<file path="config.mk">
export PLATFORM = sky130hd
export DESIGN_NAME = instr_fetch
export DESIGN_NICKNAME = d
export VERILOG_FILES = /design/src/rtl/rk8_fetch_pkg.sv /design/src/rtl/fetch_fifo.sv /design/src/rtl/instr_fetch.sv
export SDC_FILE = /design/constraint.sdc
export NUM_CORES = 1
export LEC_CHECK = 0
export CAP_MARGIN = 30
export CORE_MARGIN = 8
export CORE_UTILIZATION = 46
export DETAILED_ROUTE_END_ITERATION = 8
export PLACE_DENSITY = 0.77
export SLEW_MARGIN = 20
export SYNTH_ARGS = -nofsm -noshare
export SYNTH_HDL_FRONTEND = slang
export SYNTH_SLANG_ARGS = --single-unit
</file>
<file path="constraint.sdc">
create_clock -name clk -period 4.35 [get_ports clk]
set_input_delay 0.87 -clock clk [delete_from_list [all_inputs] [get_ports clk]]
set_output_delay 0.87 -clock clk [all_outputs]
set_load 0.1 [all_outputs]
</file>
<file path="src/rtl/rk8_fetch_pkg.sv">
// Shared types and widths for the ROM-fed instruction fetch stage.
package rk8_fetch_pkg;

    localparam int ADDR_W = 24;
    localparam int DATA_W = 32;

    typedef enum logic {
        GUARD = 1'b0,
        WAIT  = 1'b1
    } fetch_state_t;

    typedef struct packed {
        logic [ADDR_W-1:0] pc;
        logic [DATA_W-1:0] word;
    } fetch_entry_t;

endpackage

</file>
<file path="src/rtl/fetch_fifo.sv">
// Two-entry FIFO of {pc, word}; slot 0 is always the head so the output is a plain register.
module fetch_fifo
    import rk8_fetch_pkg::*;
(
    input  logic         clk,
    input  logic         rst,
    input  logic         push,
    input  fetch_entry_t push_data,
    input  logic         pop,
    input  logic         flush,
    output logic [1:0]   count,
    output fetch_entry_t head
);

    fetch_entry_t slot_reg  [2];
    fetch_entry_t slot_next [2];
    logic [1:0]   count_reg, count_next;
    logic         do_push, do_pop, wr_sel;

    always_comb begin
        do_pop     = pop && (count_reg != 2'd0) && !flush;
        do_push    = push && !flush && ((count_reg != 2'd2) || do_pop);
        // Tail slot after any same-cycle pop has shifted the queue down.
        wr_sel     = (count_reg == 2'd2) || ((count_reg == 2'd1) && !do_pop);
        count_next = flush ? 2'd0
                           : count_reg + {1'b0, do_push} - {1'b0, do_pop};
    end

    always_comb begin
        slot_next = slot_reg;
        if (do_pop) begin
            slot_next[0] = slot_reg[1];
        end
        if (do_push) begin
            slot_next[wr_sel] = push_data;
        end
    end

    always_ff @(posedge clk or posedge rst) begin
        if (rst) begin
            count_reg   <= 2'd0;
            slot_reg[0] <= '0;
            slot_reg[1] <= '0;
        end else begin
            count_reg <= count_next;
            slot_reg  <= slot_next;
        end
    end

    assign count = count_reg;
    assign head  = slot_reg[0];

endmodule

</file>
<file path="src/rtl/instr_fetch.sv">
// Sequential fetch stage: drives the ROM address, captures qualified words into a
// 2-entry queue toward the decoder, and restarts on a single-cycle redirect.
module instr_fetch
    import rk8_fetch_pkg::*;
#(
    parameter logic [ADDR_W-1:0] RESET_PC  = 24'h000000,
    parameter logic [ADDR_W-1:0] ADDR_STEP = 24'd4
)
(
    input  logic              clk,
    input  logic              rst,
    output logic [ADDR_W-1:0] rom_addr,
    input  logic [DATA_W-1:0] rom_data,
    input  logic              rom_readyn,
    input  logic              redirect,
    input  logic [ADDR_W-1:0] redirect_pc,
    output logic [DATA_W-1:0] instr,
    output logic [ADDR_W-1:0] instr_pc,
    output logic              instr_valid,
    input  logic              instr_ready
);

    fetch_state_t      state_reg, state_next;
    logic [ADDR_W-1:0] rom_addr_reg, rom_addr_next;
    logic              capture, pop;
    logic [1:0]        count;
    fetch_entry_t      head, push_entry;

    assign instr_valid = (count != 2'd0);
    assign pop         = instr_valid && instr_ready;
    assign push_entry  = '{pc: rom_addr_reg, word: rom_data};

    always_comb begin
        state_next    = state_reg;
        rom_addr_next = rom_addr_reg;
        capture       = 1'b0;
        if (redirect) begin
            state_next    = GUARD;
            rom_addr_next = redirect_pc;
        end else begin
            case (state_reg)
                GUARD: state_next = WAIT;
                WAIT: begin
                    // A full queue holds the address so the ROM keeps presenting this word.
                    if (!rom_readyn && ((count != 2'd2) || pop)) begin
                        capture       = 1'b1;
                        rom_addr_next = rom_addr_reg + ADDR_STEP;
                        state_next    = GUARD;
                    end
                end
                default: state_next = GUARD;
            endcase
        end
    end

    always_ff @(posedge clk or posedge rst) begin
        if (rst) begin
            state_reg    <= GUARD;
            rom_addr_reg <= RESET_PC;
        end else begin
            state_reg    <= state_next;
            rom_addr_reg <= rom_addr_next;
        end
    end

    fetch_fifo u_fifo (
        .clk       (clk),
        .rst       (rst),
        .push      (capture),
        .push_data (push_entry),
        .pop       (pop),
        .flush     (redirect),
        .count     (count),
        .head      (head)
    );

    assign rom_addr = rom_addr_reg;
    assign instr    = head.word;
    assign instr_pc = head.pc;

endmodule
</file>
==> impl_metrics.json <==
{
  "outcome": "completed",
  "hold_viol": 0,
  "insertion_delay_ns": 0.42,
  "r2r-start": "rom_addr[2]$_DFFE_PP0P_",
  "ys_ff_latch": 139,
  "initial_core_util_pct": 46.4,
  "die_h_um": 136,
  "tightest_slew_ns": 1.04,
  "gp_congestion": 0.726,
  "yosys.area_share.xor_xnor_pct": 1.31,
  "cts_setup_buffers": 0,
  "layout_commonest_cell": "clkdlybuf4s50_1",
  "fin_cells": 867,
  "cts_buffers": 17,
  "crit_path_end_kind": "primary output",
  "root_buffer": "clkbuf_16",
  "cts_tree": "yes",
  "area_delta_synth_final_pct": 26.0,
  "skew_ns": 0.00750,
  "synth-simple-area-share_pct": 10.1,
  "syn_inst": 594,
  "min_path_type": "reg -> reg",
  "crit_arrival_ns": 2.21,
  "rsz0062_at_grt": "no",
  "cts_sinks": 139,
  "dp_cells": 835,
  "drc": 0,
  "die_w_um": 136,
  "startpoint_type": "flip-flop",
  "required_ns": 3.48,
  "post-place-ws_ns": 1.03,
  "vias": 4588,
  "synth.net_count": 658,
  "synth-main-ff-cell": "dfrtp_1",
  "synthAdderAreaFrac_pct": 0.563,
  "setup_slack_ns": 1.27,
  "io_pins": 142,
  "fin_hold_ws_ns": 0.505,
  "slew_violations": 0,
  "maxCapViolations": 0,
  "grt_pass1_wl_um": 24700,
  "design.die.area_sq_um": 18600,
  "synth_compound_gate_area_share_pct": 7.32,
  "avgRoutedWirePerCell_um": 17.3,
  "p_per_area_nw_per_um2": 698,
  "r2r_end": "rom_addr[22]$_DFFE_PP0P_",
  "clock.fmax_mhz": 324,
  "num_antenna_cells": 0,
  "fp.coreArea_sq_um": 14400,
  "viasPerCell": 5.29,
  "synth_top_family_by_area": "multiplexers",
  "critPathMaxFanout": 7,
  "detail-route-antenna-nets": 0,
  "first_global_vias": 4791,
  "period_minus_slack_ns": 3.08,
  "critPathLaunch": "u_fifo.count[0]$_DFF_PP0_",
  "regToRegSetupSlack_ns": 1.98,
  "drt_wl_total_um": 15000,
  "cts_resized": 0,
  "crit_path_end": "instr_valid",
  "synth_edf_count": 0,
  "hpwl_um": 10200,
  "clockBufferDepth": 2,
  "setup_viol": 0,
  "fin_crit_sh_pct": 70.9,
  "cts_hold_buf": 0,
  "async_flop_share_pct": 100,
  "htree_levels": 4,
  "power_mw": 5.87,
  "fp-row-count": 44,
  "p_leak_nw": 3.45,
  "io_buffers": 141,
  "maxSlewHeadroom_pct": 30.8,
  "avgSynthCellArea_sq_um": 11.2,
  "antenna_found_initial": 0,
  "setup_tns_ns": 0,
  "reg2reg_depth": 5,
  "drive_above_1_share_pct": 15.2,
  "overflow": 0,
  "seq_area_frac_synth_pct": 52.1,
  "crit_type": "reg -> out",
  "syn-cell-area_sq_um": 6670,
  "ys_types": 39,
  "drtPass1Iterations": 5,
  "final_nets": 734,
  "yosys_warnings": 0,
  "drtIter0Drc": 233,
  "grt_usage_pct": 16.8,
  "ir_worst_vdd_mv": 0.345,
  "grt_start_max_net_pins": 113,
  "final_cell_mix": "clkdlybuf4s50_1, dfrtp_1, nand2_1",
  "muxShareOfSynthArea_pct": 18.3,
  "cts.clk_slew.worst_paths_ns": 0.06
}
-- metrics by stage --
stage,util [%],cell area (sq um)
final,58.5,8410
after global routing,58.5,8410
after CTS,58.5,8410
after detailed placement,54.2,7790
after global placement,54.0,7760
after floorplan,-,6670
-- cells in the mapped netlist (8+ instances only) --
cell type / n / area [sq um]
a31oi_1: 8 / 50.1
buf_2: 11 / 55.1
buf_4: 62 / 465
clkbuf_1: 10 / 37.5
dfrtp_1: 139 / 3480
mux2_2: 58 / 653
mux2i_1: 57 / 571
nand2_1: 77 / 289
nand3_1: 14 / 70.1
nor2_1: 13 / 48.8
o21ai_0: 67 / 335
or4_1: 11 / 82.6
-- power breakdown --
group	internal, mW	switching (mW)	total [mW]
combinational	0.657	1.79	2.45
clock	0.974	0.536	1.51
sequential	1.67	0.237	1.91
-- kinds of logic (layout without fill, tap and decap cells) --
logic type / Yosys count / after routing
adder cells (fa/ha/maj): 3 / 3
flip-flops: 139 / 139
buffers and inverters: 99 / 188
XOR/XNOR: 10 / 10
AND/OR/NAND/NOR: 140 / 140
multiplexers: 115 / 115
AO/OA/AOI/OAI: 88 / 88
-- worst min path at each step --
stage / from / endpoint / slack [ns] / cells after the start
floorplan: flip-flop / flip-flop / 0.48 / 1
global placement: flip-flop / flip-flop / 0.49 / 1
detailed placement: flip-flop / flip-flop / 0.50 / 1
CTS: flip-flop / flip-flop / 0.51 / 1
global route: flip-flop / flip-flop / 0.53 / 1
finish: flip-flop / flip-flop / 0.50 / 1
-- per-layer routing --
| metal | up-vias | wire [um] | global-route usage (%) |
|---|---|---|---|
| met5 | - | 0 | 0 |
| met4 | 0 | 193 | 6.59 |
| met3 | 19 | 979 | 5.06 |
| met2 | 130 | 7050 | 26.4 |
| met1 | 2268 | 6750 | 21.2 |
| li1 | 2171 | - | - |
-- area by class of cell --
type | instances | area (sq um)
Tap cell | 184 | 230
Sequential cell | 139 | 3480
Clock buffer | 21 | 450
Clock inverter | 11 | 168
Inverter | 7 | 30.0
Timing Repair Buffer | 149 | 1520
Fill cell | 1160 | 5960
Multi-Input combinational cell | 356 | 2530
-- critical path, cell delays in order (launching register included) --
cell and delay [ns]:
dfrtp_1 0.47, or2_2 0.18, clkdlybuf4s50_1 1.14
No activity file was read; power rests on OpenSTA's default activity.
